--- src/rtl/alu_seq_if.sv ---
// Request/result bundle between the register file side and alu_seq.
// The master drives operands and start; the slave returns registered result, flags and handshake.
interface alu_seq_if #(
  parameter int WIDTH = 8
);
  logic             start;
  logic [3:0]       op;
  logic [WIDTH-1:0] a;
  logic [WIDTH-1:0] b;
  logic             cin;
  logic             use_cf;
  logic [WIDTH-1:0] r;
  logic             z;
  logic             c;
  logic             s;
  logic             busy;
  logic             done;

  modport master (
    output start, op, a, b, cin, use_cf,
    input  r, z, c, s, busy, done
  );

  modport slave (
    input  start, op, a, b, cin, use_cf,
    output r, z, c, s, busy, done
  );
endinterface

--- src/rtl/alu_seq.sv ---
// Registered WIDTH-bit ALU: single-cycle arithmetic/logic plus iterative one-bit-per-cycle
// shift/rotate, with a start/busy/done handshake and stored carry usable as carry-in.
module alu_seq #(
  parameter int WIDTH = 8
) (
  input  logic     clk,
  input  logic     reset,
  alu_seq_if.slave bus
);
  localparam int            SW      = $clog2(WIDTH);
  localparam logic [SW-1:0] CNT_ONE = SW'(1);

  typedef enum logic       {IDLE = 1'b0, SHIFT = 1'b1} state_e;
  typedef enum logic [1:0] {SH_SHL = 2'd0, SH_SHR = 2'd1, SH_SAR = 2'd2, SH_ROL = 2'd3} shop_e;

  state_e           state_q, state_d;
  shop_e            shop_q, shop_d;
  logic [SW-1:0]    cnt_q, cnt_d;
  logic [WIDTH-1:0] work_q, work_d;
  logic             wc_q, wc_d;
  logic [WIDTH-1:0] r_q;
  logic             z_q, c_q, s_q, done_q;

  logic             ci;
  logic [WIDTH:0]   ci_ext, one_ext, sum;
  logic [WIDTH-1:0] alu_r;
  logic             alu_c;
  logic [WIDTH-1:0] step_r;
  logic             step_c;
  logic             commit;
  logic [WIDTH-1:0] commit_r;
  logic             commit_c;

  // Single-cycle datapath; c_q here is the flag as registered before this edge.
  always_comb begin
    ci      = bus.use_cf ? c_q : bus.cin;
    ci_ext  = {{WIDTH{1'b0}}, ci};
    one_ext = {{WIDTH{1'b0}}, 1'b1};
    sum     = '0;
    alu_r   = ~bus.a;
    alu_c   = 1'b0;
    case (bus.op)
      4'b0000: sum = {1'b0, bus.a} + ci_ext;
      4'b0001: sum = {1'b0, ~bus.a} + one_ext + ci_ext;
      4'b0010: sum = {1'b0, bus.a} + {1'b0, bus.b} + ci_ext;
      4'b0011: sum = {1'b0, bus.a} + one_ext + ci_ext;
      4'b0100: alu_r = bus.a & bus.b;
      4'b0101: alu_r = bus.a | bus.b;
      4'b0110: alu_r = bus.a ^ bus.b;
      default: alu_r = ~bus.a;
    endcase
    if (bus.op[3:2] == 2'b00) begin
      alu_r = sum[WIDTH-1:0];
      alu_c = sum[WIDTH];
    end
  end

  always_comb begin
    step_r = work_q;
    step_c = 1'b0;
    case (shop_q)
      SH_SHL: begin step_r = {work_q[WIDTH-2:0], 1'b0};           step_c = work_q[WIDTH-1]; end
      SH_SHR: begin step_r = {1'b0, work_q[WIDTH-1:1]};           step_c = work_q[0];       end
      SH_SAR: begin step_r = {work_q[WIDTH-1], work_q[WIDTH-1:1]}; step_c = work_q[0];      end
      SH_ROL: begin step_r = {work_q[WIDTH-2:0], work_q[WIDTH-1]}; step_c = work_q[WIDTH-1]; end
      default: ;
    endcase
  end

  always_comb begin
    state_d  = state_q;
    shop_d   = shop_q;
    cnt_d    = cnt_q;
    work_d   = work_q;
    wc_d     = wc_q;
    commit   = 1'b0;
    commit_r = alu_r;
    commit_c = alu_c;
    case (state_q)
      IDLE: begin
        if (bus.start) begin
          if (bus.op[3:2] == 2'b10) begin
            state_d = SHIFT;
            shop_d  = shop_e'(bus.op[1:0]);
            cnt_d   = bus.b[SW-1:0];
            work_d  = bus.a;
            wc_d    = 1'b0;
          end else begin
            commit = 1'b1;
          end
        end
      end
      SHIFT: begin
        if (cnt_q != '0) begin
          work_d = step_r;
          wc_d   = step_c;
          cnt_d  = cnt_q - CNT_ONE;
        end else begin
          // A zero-count shift lands here directly, so wc_q is still the cleared carry.
          commit   = 1'b1;
          commit_r = work_q;
          commit_c = wc_q;
          state_d  = IDLE;
        end
      end
      default: state_d = IDLE;
    endcase
  end

  always_ff @(posedge clk) begin
    if (reset) begin
      state_q <= IDLE;
      shop_q  <= SH_SHL;
      cnt_q   <= '0;
      work_q  <= '0;
      wc_q    <= 1'b0;
      r_q     <= '0;
      z_q     <= 1'b0;
      c_q     <= 1'b0;
      s_q     <= 1'b0;
      done_q  <= 1'b0;
    end else begin
      state_q <= state_d;
      shop_q  <= shop_d;
      cnt_q   <= cnt_d;
      work_q  <= work_d;
      wc_q    <= wc_d;
      done_q  <= commit;
      if (commit) begin
        r_q <= commit_r;
        c_q <= commit_c;
        z_q <= (commit_r == '0);
        s_q <= commit_r[WIDTH-1];
      end
    end
  end

  assign bus.r    = r_q;
  assign bus.z    = z_q;
  assign bus.c    = c_q;
  assign bus.s    = s_q;
  assign bus.busy = (state_q == SHIFT);
  assign bus.done = done_q;
endmodule
--- src/flat_wrapper.sv ---
// flat-port wrapper written by rule: the top's interface ports become plain ports
module alu_seq_flat 
#(
  parameter int WIDTH = 8
)
  (clk, reset, bus_start, bus_op, bus_a, bus_b, bus_cin, bus_use_cf, bus_r, bus_z, bus_c, bus_s, bus_busy, bus_done);
  alu_seq_if #(.WIDTH(WIDTH)) bus_i ();
  input  logic clk;
  input  logic reset;
  input wire logic [$bits(bus_i.start)-1:0] bus_start;
  input wire logic [$bits(bus_i.op)-1:0] bus_op;
  input wire logic [$bits(bus_i.a)-1:0] bus_a;
  input wire logic [$bits(bus_i.b)-1:0] bus_b;
  input wire logic [$bits(bus_i.cin)-1:0] bus_cin;
  input wire logic [$bits(bus_i.use_cf)-1:0] bus_use_cf;
  output wire logic [$bits(bus_i.r)-1:0] bus_r;
  output wire logic [$bits(bus_i.z)-1:0] bus_z;
  output wire logic [$bits(bus_i.c)-1:0] bus_c;
  output wire logic [$bits(bus_i.s)-1:0] bus_s;
  output wire logic [$bits(bus_i.busy)-1:0] bus_busy;
  output wire logic [$bits(bus_i.done)-1:0] bus_done;
  assign bus_i.start = bus_start;
  assign bus_i.op = bus_op;
  assign bus_i.a = bus_a;
  assign bus_i.b = bus_b;
  assign bus_i.cin = bus_cin;
  assign bus_i.use_cf = bus_use_cf;
  assign bus_r = bus_i.r;
  assign bus_z = bus_i.z;
  assign bus_c = bus_i.c;
  assign bus_s = bus_i.s;
  assign bus_busy = bus_i.busy;
  assign bus_done = bus_i.done;
  alu_seq #(.WIDTH(WIDTH)) u_core (.clk(clk), .reset(reset), .bus(bus_i));
endmodule
--- config.mk ---
export PLATFORM = sky130hd
export DESIGN_NAME = alu_seq_flat
export DESIGN_NICKNAME = d
export VERILOG_FILES = /design/src/rtl/alu_seq_if.sv /design/src/rtl/alu_seq.sv /design/src/flat_wrapper.sv
export SDC_FILE = /design/constraint.sdc
export NUM_CORES = 1
export LEC_CHECK = 0
export ABC_AREA = 0
export ABC_CLOCK_PERIOD_IN_PS = 7500
export CELL_PAD_IN_SITES_DETAIL_PLACEMENT = 0
export CELL_PAD_IN_SITES_GLOBAL_PLACEMENT = 1
export CORE_MARGIN = 3
export CORE_UTILIZATION = 44
export DETAILED_ROUTE_END_ITERATION = 7
export PLACE_DENSITY = 0.92
export SLEW_MARGIN = 15
export SYNTH_ARGS = -nofsm -noshare
export SYNTH_HDL_FRONTEND = slang
export SYNTH_SLANG_ARGS = --single-unit
--- constraint.sdc ---
create_clock -name clk -period 7.5 [get_ports clk]
set_input_delay 2.25 -clock clk [delete_from_list [all_inputs] [get_ports clk]]
set_output_delay 2.25 -clock clk [all_outputs]
set_load 0.005 [all_outputs]
==> run summary <==
Final setup viols: 0
Outcome: finished, final reports clean
CP arrival: 5.28 ns
WP data required: 7.69 ns
Maximum VDD drop: 0.1103 mV
# resized after CTS: 0
Max cap viols: 0
Inserted Diodes: 0
Sw Ratio: 32.55%
Count of clock tree sinks: 26
EDFF count, synth: 0
Startpoint types: input pin
GRT overflow: 0
Hpwl dp: 6.382 mm
Most instantiated cells after synthesis: 47 x nor2_1, 37 x a21oi_1, 31 x inv_1
Initial DRC count: 308
Synthesized area per cell: 7.530 sq um
Boundary pin count: 38
Design Power: 0.4294 mW
Post-DR wirelength/cell: 17.67 um
Count of cell types in the netlist: 66
Largest net degree at the start of global routing: 31
Hold Worst Slack: 0.4578 ns
CP Class: in2reg
Post-synthesis sequential area ratio: 17.95%
Initial Util: 47.29%
Syn Nets: 440
Post-synthesis cell area: 2899 sq um
Layout cells sized above 1: 5.721%
Nets: 458
DR pass1 iterations: 6
Die ar.: 7599 sq um
WL final: 8.430 mm
Initial antenna violation count: 0
Leakage power of the design: 1.306 nW
First-pass GRT wire length: 13.82 mm
Top post-synthesis cells by area: dfxtp_1 18%, ha_1 12%, a21oi_1 6.4%
Top_reg_cell synth: dfxtp_1
Yosys Warn Count: 0
CP max FO: 3
Power Dens Cells: 130.1 nW/um^2
Hold WC Path Type: reg2reg
Num CTS Buffers: 3
Biggest area consumer among synthesized cells: dfxtp_1
DR vias: 2957
Slew Limit Headroom: 39.64%
P&R area growth vs syn: 13.85%
Async set-reset flop share out of synthesis: 0%
CTS max path bufs: 2
Core box area: 6131 sq um
Num rows: 28
H-tree depth: 1
Most common cell in the netlist: nor2_1
Vias in the first global route: 2710
Endpoints failing hold: 0
I/O Buffers: 37
Die height: 87.17 um
# hold bufs at CTS: 0
Clock power frac: 27.2%
Setup repair after global routing missed its margin: no
Worst Max-Slew Pin Slew: 0.9042 ns
Die width: 87.17 um
Setup_tns: 0 ns
Clock Skews: 0.002119 ns
Post-DRT Antenna Nets: 0
Setup slack, reg-to-reg: 4.57 ns
Total track usage: 22.81%
Tmin final: 5.090 ns
Comb power frac: 37.1%
Clk slew on worst S/H paths: 0.09 ns
Sequential cell fraction of total power: 35.7%
Fmax: 196.5 MHz
CTS tree: built
Routability cong.: 1.005
Period utilization: 67.87%
FILL cells: 578
Number of synthesized register bits: 26
Final Max Slew Viols: 0
Sw power: 0.1397 mW
Syn Inst Count: 385
Internal power: 0.2896 mW
Root buffer cell: clkbuf_8
Residual DRC: 0
Crit end category: flip-flop
Post CTS Setup Buffer Count: 0
Clock Latency Late Sink: 0.27 ns
Via/cell ratio: 6.199
Share of the synthesized area in the top cell type: 17.95%
==> routing by layer <==
layer,part of all wire (%),vias up,GRT usage [%]
li1,-,1429,-
met1,44,1357,32.15
met2,45,155,36.65
met3,8.9,16,3.500
met4,1.7,0,5.160
met5,0,-,0
==> sequential cells by signal, summed over array words and instances (netlist names) <==
register	count
u_core.bus.z	1
u_core.cnt_q	3
u_core.shop_q	2
u_core.work_q	8
u_core.bus.r	8
u_core.wc_q	1
u_core.bus.done	1
u_core.bus.busy	1
u_core.bus.c	1
==> path summary, 6_finish.rpt <==
check                                    start                           end  cells after the start
setup / recovery                    bus_use_cf     u_core.bus.z$_SDFFE_PP0P_                     13
hold / removal    u_core.bus.r[1]$_SDFFE_PP0P_  u_core.bus.r[1]$_SDFFE_PP0P_                      2
setup reg to reg     u_core.bus.c$_SDFFE_PP0P_     u_core.bus.z$_SDFFE_PP0P_                     12
hold reg to reg   u_core.bus.r[1]$_SDFFE_PP0P_  u_core.bus.r[1]$_SDFFE_PP0P_                      2
==> through the flow <==
stage               instance area, sq um  util, %  setup WS [ns]  cells
CTS                                 3301    53.84          2.421    477
global placement                    3229    52.67          2.232    473
floorplan                           2899        -          2.990    385
detailed placement                  3229    52.67          2.134    473
global route                        3301    53.84          2.295    477
finish                              3301    53.84          2.410    477
==> worst max-delay path: stages <==
cell and delay [ns]:
clkdlybuf4s50_1 0.47, mux2i_1 0.39, inv_1 0.13, fa_1 0.41
inv_1 0.08, fa_1 0.15, inv_1 0.04, mux4_2 0.45
a21oi_1 0.15, o2bb2ai_1 0.16, o2111a_1 0.24, nand4_1 0.11
o31ai_2 0.25
==> power by group through the flow <==
stage | Clock, mW | Combinational (mW) | Sequential (mW)
final | 0.117 | 0.159 | 0.153
after global routing | 0.126 | 0.176 | 0.154
after CTS | 0.120 | 0.157 | 0.153
after detailed placement | 0 | 0.156 | 0.156
after global placement | 0 | 0.155 | 0.156
after floorplan | 0 | 0.108 | 0.154
==> final cells by class <==
| type | instances | area (sq um) | share of cell area (%) |
|---|---|---|---|
| clock inverter | 1 | 30.03 | 0.9098 |
| timing repair buffer | 39 | 385.4 | 11.68 |
| inverter | 31 | 116.4 | 3.525 |
| tap | 75 | 93.84 | 2.843 |
| sequential | 26 | 520.5 | 15.77 |
| multi-input combinational | 302 | 2113 | 64.03 |
| clock buffer | 3 | 41.29 | 1.251 |
==> cell families after synthesis <==
| logic type | after synthesis | share of synthesized area [%] |
|---|---|---|
| muxes | 16 | 6.085 |
| DFF | 26 | 17.95 |
| adders and majority gates | 30 | 13.47 |
| xor gates and xnor gates | 10 | 3.021 |
| and+or+nand+nor | 123 | 21.84 |
| buffers and inverters | 57 | 9.149 |
| AOI/OAI and AO/OA | 123 | 28.49 |
==> cell usage in the layout, fill, tap and decap left out, types with 4 or more instances in the layout <==
cell,Yosys,final
nand4_1,5,5
a21oi_1,37,37
nor3b_1,4,4
nor2_1,47,47
a211oi_1,12,12
inv_1,31,31
mux2i_1,12,12
or2_2,4,4
ha_1,28,28
o22ai_1,4,4
a22oi_1,9,9
nor2b_1,4,4
nand2_1,18,18
nand2b_1,9,9
a221oi_1,5,5
nand3_1,9,9
xnor2_1,7,7
o21ai_0,21,21
nor3_1,5,5
clkdlybuf4s50_1,0,37
dfxtp_1,26,26
(Power assumes the default switching activity.)
